`config.mk`:
```
export PLATFORM = sky130hd
export DESIGN_NAME = calendar_set_ctrl
export DESIGN_NICKNAME = d
export VERILOG_FILES = /design/src/rtl/calendar_set_ctrl.sv
export SDC_FILE = /design/constraint.sdc
export NUM_CORES = 1
export LEC_CHECK = 0
export BUFFER_PORTS_ARGS = -buffer_cell sky130_fd_sc_hd__buf_2
export CORE_MARGIN = 5
export CORE_UTILIZATION = 25
export CTS_CLUSTER_SIZE = 10
export DETAILED_ROUTE_END_ITERATION = 6
export GPL_ROUTABILITY_DRIVEN = 0
export PLACE_DENSITY = 0.4
export REMOVE_ABC_BUFFERS = 1
export SLEW_MARGIN = 30
export SYNTH_ARGS = -nofsm -noshare
export SYNTH_HDL_FRONTEND = slang
export SYNTH_SLANG_ARGS = --single-unit
```
`constraint.sdc`:
```
create_clock -name Clk -period 2 [get_ports Clk]
set_input_delay 0.3 -clock Clk [delete_from_list [all_inputs] [get_ports Clk]]
set_output_delay 0.3 -clock Clk [all_outputs]
set_load 0.02 [all_outputs]
```
`src/rtl/calendar_set_ctrl.sv`:
```
// Set-mode front end for the calendar counter: mode FSM, increment pulses, deferred rollover, field blink.
// Build option: define CAL_AUTO_REPEAT_EN to compile in hold-to-repeat on key_inc.
module calendar_set_ctrl #(
    parameter int unsigned HOLD_CYCLES   = 50_000_000,
    parameter int unsigned REPEAT_CYCLES = 10_000_000,
    parameter int unsigned BLINK_CYCLES  = 25_000_000
) (
    input  logic       Clk,
    input  logic       Reset,
    input  logic       key_mode,
    input  logic       key_inc,
    input  logic       full_flag_in,
    output logic [2:0] cnt_inc,
    output logic       full_flag,
    output logic       set_mode,
    output logic [1:0] sel,
    output logic       blink
);

    typedef enum logic [1:0] {
        RUN      = 2'd0,
        SET_DAY  = 2'd1,
        SET_MON  = 2'd2,
        SET_YEAR = 2'd3
    } state_t;

    state_t      state, state_nxt;
    logic        key_mode_d, key_inc_d;
    logic        mode_rise, inc_rise, rep_fire;
    logic        pending, pending_nxt;
    logic        blink_phase, blink_phase_nxt;
    logic [31:0] blink_cnt, blink_cnt_nxt;
    logic [2:0]  cnt_inc_nxt;
    logic        full_flag_nxt, blink_nxt;

    assign mode_rise = key_mode & ~key_mode_d;
    assign inc_rise  = key_inc & ~key_inc_d;

`ifdef CAL_AUTO_REPEAT_EN
    logic [31:0] hold_cnt, hold_cnt_nxt;
    logic [31:0] rep_cnt, rep_cnt_nxt;

    // Hold counter saturates at HOLD_CYCLES; from then on rep_cnt paces the repeats.
    always_comb begin
        hold_cnt_nxt = hold_cnt;
        rep_cnt_nxt  = rep_cnt;
        rep_fire     = 1'b0;
        if (!key_inc || mode_rise || state == RUN) begin
            hold_cnt_nxt = 32'd0;
            rep_cnt_nxt  = 32'd0;
        end else if (hold_cnt < HOLD_CYCLES) begin
            hold_cnt_nxt = hold_cnt + 32'd1;
        end else begin
            rep_fire    = (rep_cnt == 32'd0);
            rep_cnt_nxt = (rep_cnt == REPEAT_CYCLES - 1) ? 32'd0 : rep_cnt + 32'd1;
        end
    end

    always_ff @(posedge Clk) begin
        if (Reset) begin
            hold_cnt <= 32'd0;
            rep_cnt  <= 32'd0;
        end else begin
            hold_cnt <= hold_cnt_nxt;
            rep_cnt  <= rep_cnt_nxt;
        end
    end
`else
    assign rep_fire = 1'b0;
`endif

    always_comb begin
        state_nxt       = state;
        cnt_inc_nxt     = 3'b000;
        full_flag_nxt   = 1'b0;
        pending_nxt     = pending;
        blink_cnt_nxt   = blink_cnt;
        blink_phase_nxt = blink_phase;

        if (mode_rise) begin
            case (state)
                RUN:      state_nxt = SET_DAY;
                SET_DAY:  state_nxt = SET_MON;
                SET_MON:  state_nxt = SET_YEAR;
                default:  state_nxt = RUN;
            endcase
        end

        // A mode edge in the same cycle swallows any increment.
        if (state != RUN && !mode_rise && (inc_rise || rep_fire)) begin
            case (state)
                SET_DAY:  cnt_inc_nxt = 3'b001;
                SET_MON:  cnt_inc_nxt = 3'b010;
                default:  cnt_inc_nxt = 3'b100;
            endcase
        end

        // Carries seen in set mode collapse into one pulse, flushed on the first RUN cycle.
        full_flag_nxt = (state == RUN) && (pending || full_flag_in);
        pending_nxt   = (state != RUN) && (pending || full_flag_in);

        if (mode_rise || state == RUN) begin
            blink_cnt_nxt   = 32'd0;
            blink_phase_nxt = 1'b0;
        end else if (blink_cnt == BLINK_CYCLES - 1) begin
            blink_cnt_nxt   = 32'd0;
            blink_phase_nxt = ~blink_phase;
        end else begin
            blink_cnt_nxt   = blink_cnt + 32'd1;
        end

        blink_nxt = (state_nxt != RUN) && blink_phase_nxt && !key_inc;
    end

    always_ff @(posedge Clk) begin
        if (Reset) begin
            state       <= RUN;
            key_mode_d  <= 1'b0;
            key_inc_d   <= 1'b0;
            pending     <= 1'b0;
            blink_cnt   <= 32'd0;
            blink_phase <= 1'b0;
            cnt_inc     <= 3'b000;
            full_flag   <= 1'b0;
            set_mode    <= 1'b0;
            sel         <= 2'd0;
            blink       <= 1'b0;
        end else begin
            state       <= state_nxt;
            key_mode_d  <= key_mode;
            key_inc_d   <= key_inc;
            pending     <= pending_nxt;
            blink_cnt   <= blink_cnt_nxt;
            blink_phase <= blink_phase_nxt;
            cnt_inc     <= cnt_inc_nxt;
            full_flag   <= full_flag_nxt;
            set_mode    <= (state_nxt != RUN);
            sel         <= state_nxt;
            blink       <= blink_nxt;
        end
    end

endmodule
```
==> results of run 1 <==
worst max path at each step:
| stage | slack (ns) | cells past startpoint | endpoint | start |
|---|---|---|---|---|
| floorplan | 0.13 | 5 | blink_cnt[28] | state[0] |
| global placement | 0.08 | 5 | cnt_inc[0] | state[0] |
| detailed placement | 0.03 | 6 | blink_cnt[23] | blink_cnt[0] |
| CTS | 0.01 | 6 | blink_cnt[23] | blink_cnt[0] |
| global route | 0.003 | 5 | blink_cnt[27] | blink_cnt[0] |
| finish | 0.18 | 7 | blink_cnt[16] | blink_cnt[0] |
per-stage QoR:
step | cell area [µm²] | instances | total power (µW) | util, %
CTS | 2390 | 353 | 1740 | 30.8
global placement | 2270 | 345 | 1000 | 29.3
global route | 2420 | 353 | 1780 | 31.1
floorplan | 1980 | 218 | 964 | -
finish | 2420 | 353 | 1710 | 31.1
detailed placement | 2270 | 345 | 1000 | 29.3
placed cells by master (no fill, tap or decap), drive strengths merged:
| master | netlist | routed |
|---|---|---|
| a21oi | 5 | 5 |
| nor3b | 3 | 3 |
| clkinv | 0 | 1 |
| and2 | 8 | 8 |
| a21o | 1 | 1 |
| inv | 6 | 6 |
| nand2 | 10 | 10 |
| nor2 | 42 | 42 |
| nor2b | 4 | 4 |
| o21a | 2 | 2 |
| a31o | 2 | 2 |
| o21bai | 1 | 1 |
| nand4 | 10 | 10 |
| nand2b | 1 | 1 |
| nor3 | 8 | 8 |
| and3 | 4 | 4 |
| and4 | 2 | 2 |
| or3 | 2 | 2 |
| a311oi | 1 | 1 |
| o21ai | 6 | 6 |
| clkbuf | 1 | 6 |
| xor2 | 15 | 15 |
| a31oi | 3 | 3 |
| ha | 5 | 5 |
| xnor2 | 8 | 8 |
| nor4b | 2 | 2 |
| nand3 | 15 | 15 |
| nor4 | 6 | 6 |
| dfxtp | 44 | 44 |
| or4 | 1 | 1 |
| a32o | 1 | 1 |
| bufinv | 0 | 1 |
| buf | 3 | 25 |
report_power, final:
group / internal (µW) / leakage (µW) / switching [µW]
logic: 31.3 / 0.000480 / 54.1
registers: 888 / 0.000356 / 6.11
clock network: 409 / 0.0000614 / 320
layout make-up:
cell class / instances / area share (%)
Inverter: 6 / 0.931
Timing Repair Buffer: 25 / 7.04
Clock inverter: 2 / 1.60
Sequential cell: 44 / 36.4
Tap cell: 102 / 5.28
Clock buffer: 6 / 3.41
Multi-Input combinational cell: 168 / 45.3
critical path: cells and delay by family (launching register included):
| kind | cells | cell delay [ns] |
|---|---|---|
| adder cells (fa/ha/maj) | 1 | 0.22 |
| flip-flops | 1 | 0.39 |
| buffers and inverters | 1 | 0.18 |
| AND/OR/NAND/NOR | 5 | 0.92 |
metal layers:
metal / routed length, µm / global-route usage [%]
met1: 2350 / 13.8
met2: 1820 / 13.4
met3: 102 / 2.24
met4: 38 / 2.21
met5: 0 / 0
cells by family after synthesis:
family | count (synthesis) | synth area share [%]
XOR/XNOR | 23 | 10.1
flip-flops | 44 | 44.2
buffers and inverters | 10 | 2.07
AND/OR/NAND/NOR | 118 | 33.5
adder cells (fa/ha/maj) | 5 | 3.14
AO/OA/AOI/OAI | 22 | 7.03
flip-flops by register name (all words and copies together) (netlist names):
| name | count |
|---|---|
| blink | 1 |
| pending | 1 |
| blink_cnt | 32 |
| set_mode | 1 |
| blink_phase | 1 |
| state | 2 |
| key_inc_d | 1 |
| key_mode_d | 1 |
| cnt_inc | 3 |
| full_flag | 1 |
timing repair:
item	CTS	global route
endpoints found under the setup margin	0	19
gates resized for setup	0	6
hold buffers	0	0
==> flow_summary.ini, run 1 <==
[run_status]
outcome = complete, no violations

[die]
die_y_um = 99.3
fp.coreArea_mm2 = 0.00777
rows = 32
die_w_um = 99.3
initial_core_util_pct = 25.7
fp.dieArea_mm2 = 0.00986
boundaryPins = 13

[worst_hold_path]
hp-start = key_inc
holdPathStages = 2
min_path_type = primary input to flip-flop
min_to = blink

[detailed_routing]
drt.antenna.violating_nets = 0
first_iter_violations = 98
routed_wl_um = 4310
vias = 1582
wl_per_cell_um = 12.2
drc_errors = 0
via_per_inst = 4.48
first_pass_iters = 6

[place]
dp_hpwl_um = 3100
port_buffers = 12
pre_cts_ws_ns = 0.0304

[sta]
finalSetupTns_ns = 0
holdWs_ns = 0.179
rsz0062_at_grt = no
final_hold_viol_count = 0
fmax_mhz = 550
fin_crit_ns = 1.82
worst_slew_pin_slew_ns = 0.466
fin_skew_ns = 0.0142
min_period_over_period_pct = 90.9
final.setup.worst_slack_ns = 0.182
setup_viol = 0
slew_viol_final = 0
slew-limit-headroom_pct = 68.6

[yosys]
yosys-top-cells-area = dfxtp_1, nor2_1, xor2_1
async_reset_ff_share_pct = 0
mappedNetlistArea_mm2 = 0.00199
synth-seq-cells = 44
synthTopCellsByCount = dfxtp_1, nor2_1, xor2_1
synth_top_area_share_pct = 44.2
yosys_warnings = 0
synth_edf_count = 0
ys_types = 39
synthFlopType = dfxtp_1
syn_inst = 222
syn_area_per_cell_um2 = 8.98
synth_top_cell_by_area = dfxtp_1
yosys.cell_count.top_type = dfxtp_1
yosysSeqAreaShare_pct = 44.2

[pwr]
leakagePower_uw = 0.000897
power_density_mw_per_mm2 = 706
peakVddDrop_uv = 237

[clock_network]
clock_path_buffers = 2
cts_tree = yes
cts_setup_buffers = 0
clock-sinks = 44
clkTransAtPathRegs_ns = 0.10
cts_made_buffers = 5
htreeDepth = 2
clockRootBuffer = clkbuf_8
clk_latency_ns = 0.29

[global_routing]
grt_pass1_vias = 1508
overflow = 0
grt_max_degree = 24
grt_usage_pct = 9.28
antenna_found_initial = 0
grt_pass1_wl_um = 7540

[final_layout]
syn2layout_area_growth_pct = 21.3
diodes = 0
drive_gt1_share_pct = 18.7
multi_input_area_mm2 = 0.00110
nets = 260
final-seq-area_um2 = 881
nFillCells = 863

[worst_setup_path]
crit_slowest_cell = dfxtp_1
crit_chain = ha_1, and3_1, nand4_1, nor3_2, nand2b_1, buf_12, nor2_1
critical_path_class = flip-flop to flip-flop
critPathRequiredTime_ns = 2.18
reg2reg_slack_ns = 0.18
reg2regPathDepth = 7
end_kind = flip-flop
critPathLaunchType = flip-flop
crit_fanout = 23
regToRegStartpoint = blink_cnt[0]
max_stage_delay_ns = 0.39
cp.arrival_ns = 2.00
rr_endpoint = blink_cnt[16]

[flow_run]
cap_violations = 0
(Power assumes the default switching activity.)
==> run 2, diff against run 1 <==
--- a/config.mk
+++ b/config.mk
@@ -7,11 +7,11 @@
 export LEC_CHECK = 0
 export BUFFER_PORTS_ARGS = -buffer_cell sky130_fd_sc_hd__buf_2
 export CORE_MARGIN = 5
-export CORE_UTILIZATION = 25
+export CORE_UTILIZATION = 59
 export CTS_CLUSTER_SIZE = 10
 export DETAILED_ROUTE_END_ITERATION = 6
 export GPL_ROUTABILITY_DRIVEN = 0
-export PLACE_DENSITY = 0.4
+export PLACE_DENSITY = 0.78
 export REMOVE_ABC_BUFFERS = 1
 export SLEW_MARGIN = 30
 export SYNTH_ARGS = -nofsm -noshare
==> constraint.sdc (replaced) <==
create_clock -name Clk -period 2 [get_ports Clk]
set_input_delay 0.3 -clock Clk [delete_from_list [all_inputs] [get_ports Clk]]
set_output_delay 0.3 -clock Clk [all_outputs]
set_load 0.01 [all_outputs]
==> run 2 against run 1 <==
Critical path depth is 2 lower. Flip-flop and latch count stayed put. Register-to-register slack worse by 0.03 ns. Setup slack worse by 0.033 ns. Critical path type unchanged.
==> flow_summary.ini, run 2 (synthesis gave the netlist of run 1 again) <==
[run_status]
outcome = complete, no violations

[final_layout]
drive_gt1_share_pct = 19.3
final_common_cell = dfxtp_1
mostFrequentLayoutCells = dfxtp_1, nor2_1, xor2_1
syn2layout_area_growth_pct = 14.3
final-seq-area_um2 = 882
largestRegisters = blink_cnt: 32 flops, cnt_inc: 3 flops, state: 2 flops
largest-register = blink_cnt
largest_register_ffs = 32
diodes = 0
nets = 258
multi_input_area_mm2 = 0.00111
nFillCells = 289

[sta]
worst_slew_pin_slew_ns = 0.429
min_period_over_period_pct = 92.6
holdWs_ns = 0.137
rsz0062_at_grt = yes
setup_viol = 0
finalSetupTns_ns = 0
slew_viol_final = 0
slew-limit-headroom_pct = 71.2
fmax_mhz = 540
fin_crit_ns = 1.85
fin_skew_ns = 0.0105
final_hold_viol_count = 0
final.setup.worst_slack_ns = 0.149

[detailed_routing]
first_iter_violations = 128
via_per_inst = 5.44
first_pass_iters = 4
wl_per_cell_um = 12.7
vias = 1605
routed_wl_um = 3750
drc_errors = 0
drt.antenna.violating_nets = 0

[worst_setup_path]
crit_chain = nand4_4, nor3b_4, nand3_2, or4_1, a21oi_1
critical_path_class = flip-flop to flip-flop
max_stage_delay_ns = 0.47
reg2regPathDepth = 5
critPathLaunchType = flip-flop
crit_slowest_cell = dfxtp_1
cp.arrival_ns = 2.14
end_kind = flip-flop
crit_fanout = 7
critPathRequiredTime_ns = 2.29

[clock_network]
clock-sinks = 44
clockRootBuffer = clkbuf_4
clk_latency_ns = 0.35
cts_made_buffers = 5
clock_path_buffers = 2
cts_hold_buf = 0
htreeDepth = 2
cts_tree = yes
clkTransAtPathRegs_ns = 0.13

[pwr]
p_total_uw = 1390
leakagePower_uw = 0.000857
peakVddDrop_uv = 518
power_density_mw_per_mm2 = 610

[die]
die_y_um = 68.1
fp.coreArea_mm2 = 0.00331
die_w_um = 68.1
initial_core_util_pct = 60.2
boundaryPins = 13
fp.dieArea_mm2 = 0.00464
rows = 21

[global_routing]
grt_pass1_wl_um = 6460
overflow = 0
grt_pass1_vias = 1524
antenna_found_initial = 0
grt_max_degree = 21
grt_usage_pct = 18.4

[place]
port_buffers = 12
dp_hpwl_um = 2770
pre_cts_ws_ns = 0.0383

[worst_hold_path]
min_path_type = primary input to flip-flop
holdPathStages = 2

[flow_run]
cap_violations = 0
## run 2: timing repair
item	4_1_cts	5_1_grt
buffers inserted	0	3
resized for setup	0	9
endpoints found under the setup margin	0	33
## run 2: metal layers
metal	global-route usage, %	wire, µm	part of all wire, %	up-vias
met3	6.08	146	3.9	5
met5	0	0	0	-
li1	-	-	-	824
met1	22.5	1750	47	753
met2	30.3	1810	48	23
met4	5.96	46	1.2	0
## run 2: worst max-delay path: cells and delay by family (launching register included)
family,cells,cell delay (ns)
AND/OR/NAND/NOR,4,1.15
flip-flops,1,0.47
AO/OA/AOI/OAI,1,0.17
## run 2: cell type report
type,instances,area share [%]
Multi-Input combinational cell,168,48.5
Sequential cell,44,38.7
Timing Repair Buffer,23,6.81
Tap cell,46,2.52
Clock buffer,5,1.65
Inverter,6,0.988
Clock inverter,3,0.823
## run 2: power breakdown
part | total (µW) | internal (µW) | switching, µW
clock | 414 | 135 | 279
sequential | 895 | 889 | 6.21
combinational | 80.8 | 33.3 | 47.5
## run 2: per-stage QoR
stage	util [%]	cell area [µm²]	cells
2_1_floorplan	-	1980	218
3_3_place_gp	65.4	2170	284
3_5_place_dp	65.4	2170	284
4_1_cts	67.1	2220	292
5_1_grt	68.9	2280	295
6_report	68.9	2280	295
## run 2: path summary, 6_finish.rpt
check                     from  slack [ns]            end
hold / removal         key_inc        0.14          blink
setup / recovery  blink_cnt[6]        0.15  blink_cnt[27]
setup reg to reg  blink_cnt[6]        0.15  blink_cnt[27]
hold reg to reg   blink_cnt[0]        0.45   blink_cnt[0]
==> run 3, diff against run 2 <==
--- a/config.mk
+++ b/config.mk
@@ -7,11 +7,11 @@
 export LEC_CHECK = 0
 export BUFFER_PORTS_ARGS = -buffer_cell sky130_fd_sc_hd__buf_2
 export CORE_MARGIN = 5
-export CORE_UTILIZATION = 59
+export CORE_UTILIZATION = 63
 export CTS_CLUSTER_SIZE = 10
 export DETAILED_ROUTE_END_ITERATION = 6
 export GPL_ROUTABILITY_DRIVEN = 0
-export PLACE_DENSITY = 0.78
+export PLACE_DENSITY = 0.82
 export REMOVE_ABC_BUFFERS = 1
 export SLEW_MARGIN = 30
 export SYNTH_ARGS = -nofsm -noshare
==> constraint.sdc (replaced) <==
create_clock -name Clk -period 2.4 [get_ports Clk]
set_input_delay 0.36 -clock Clk [delete_from_list [all_inputs] [get_ports Clk]]
set_output_delay 0.36 -clock Clk [all_outputs]
set_load 0.01 [all_outputs]
==> run 3 against run 2 <==
Utilization is 3.1 points higher. First-iteration DRC count decreased by 13%. Sequential power decreased by 17%. Flip-flop and latch count is the same. Clock power up 6.8%. Via count shrank 3.1%. Maximum frequency decreased by 4.7%. Power fell by 10%. Critical path depth grew 1. Die area fell by 5.4%. Register-to-register slack better by 0.31 ns. Critical path type unchanged. Largest power group unchanged. Highest routed layer unchanged.
==> flow_summary.ini, run 3 (synthesis gave the netlist of run 1 again) <==
[final_layout]
largestRegisters = blink_cnt: 32 flops, cnt_inc: 3 flops, state: 2 flops
largest_register_ffs = 32
nFillCells = 260
diodes = 0
final_common_cell = dfxtp_1
nets = 251
largest-register = blink_cnt
final-seq-area_um2 = 881
syn2layout_area_growth_pct = 10.2
fin_cells = 286
multi_input_area_mm2 = 0.00107
mostFrequentLayoutCells = dfxtp_1, nor2_1, xor2_1
drive_gt1_share_pct = 13.2

[clock_network]
clock_path_buffers = 2
clkTransAtPathRegs_ns = 0.12
cts_hold_buf = 0
cts_setup_buffers = 0
clock-sinks = 44
cts_made_buffers = 5
cts_resized = 0
clockRootBuffer = clkbuf_4
htreeDepth = 2
cts_tree = yes
clk_latency_ns = 0.35

[sta]
fin_skew_ns = 0.00697
worst_slew_pin_slew_ns = 0.470
setup_viol = 0
final_hold_viol_count = 0
holdWs_ns = 0.181
min_period_over_period_pct = 81.0
final.setup.worst_slack_ns = 0.457
fin_crit_ns = 1.94
slew-limit-headroom_pct = 68.6
fmax_mhz = 515
rsz0062_at_grt = no
finalSetupTns_ns = 0
slew_viol_final = 0

[die]
fp.coreArea_mm2 = 0.00305
die_y_um = 66.3
die_w_um = 66.3
initial_core_util_pct = 65.3
fp.dieArea_mm2 = 0.00439
rows = 20
boundaryPins = 13

[worst_setup_path]
cp.arrival_ns = 2.20
critPathRequiredTime_ns = 2.66
end_kind = flip-flop
reg2regPathDepth = 6
critPathLaunchType = flip-flop
crit_fanout = 8
critical_path_class = flip-flop to flip-flop

[global_routing]
grt_pass1_wl_um = 6150
grt_pass1_vias = 1368
antenna_found_initial = 0
overflow = 0
grt_max_degree = 15
grt_usage_pct = 18.3

[detailed_routing]
drc_errors = 0
routed_wl_um = 3640
first_iter_violations = 111
drt.antenna.violating_nets = 0
vias = 1556
wl_per_cell_um = 12.7
via_per_inst = 5.44
first_pass_iters = 4

[flow_run]
cap_violations = 0

[place]
pre_cts_ws_ns = 0.473
place_inst = 278
port_buffers = 12
dp_hpwl_um = 2710

[run_status]
outcome = complete, no violations

[pwr]
power_density_mw_per_mm2 = 569
peakVddDrop_uv = 463
leakagePower_uw = 0.000819

[worst_hold_path]
min_path_type = primary input to flip-flop
holdPathStages = 2
-- run 3: worst paths after layout --
check	from	endpoint	slack, ns
max	blink_cnt[0]	blink_cnt[23]	0.46
min	key_inc	blink	0.18
max reg2reg	blink_cnt[0]	blink_cnt[23]	0.46
min reg2reg	blink_cnt[0]	blink_cnt[0]	0.49
-- run 3: routing by layer --
layer | global-route usage, % | vias up | share of wire (%)
li1 | - | 814 | -
met1 | 24.7 | 717 | 50
met2 | 28.1 | 20 | 45
met3 | 4.08 | 5 | 3.7
met4 | 7.61 | 0 | 1.4
met5 | 0 | - | 0
-- run 3: per-stage QoR --
stage	power, µW	cell area, µm²	utilization [%]
2_1_floorplan	798	1980	-
3_3_place_gp	823	2120	69.5
3_5_place_dp	825	2120	69.5
4_1_cts	1260	2200	72.0
5_1_grt	1310	2200	72.0
6_report	1250	2200	72.0
-- run 3: area by class of cell --
cell class                 instances  share of cell area [%]
multi-input combinational        168                    48.8
timing repair buffer              16                    4.10
sequential                        44                    40.1
clock buffer                       6                    1.88
inverter                           6                    1.03
tap                               44                    2.51
clock inverter                     2                    1.59
-- run 3: critical path, cell delays in order, from the launching register on --
cell	delay [ns]
dfxtp_1	0.40
ha_1	0.22
and3_1	0.25
nand4_1	0.15
nor2_1	0.40
o21ai_0	0.16
a32o_1	0.27
-- run 3: where the power goes --
| part | switching, µW | internal (µW) | leakage (µW) |
|---|---|---|---|
| combinational | 38.4 | 24.0 | 0.000421 |
| sequential | 5.47 | 740 | 0.000356 |
| clock | 223 | 218 | 0.0000422 |
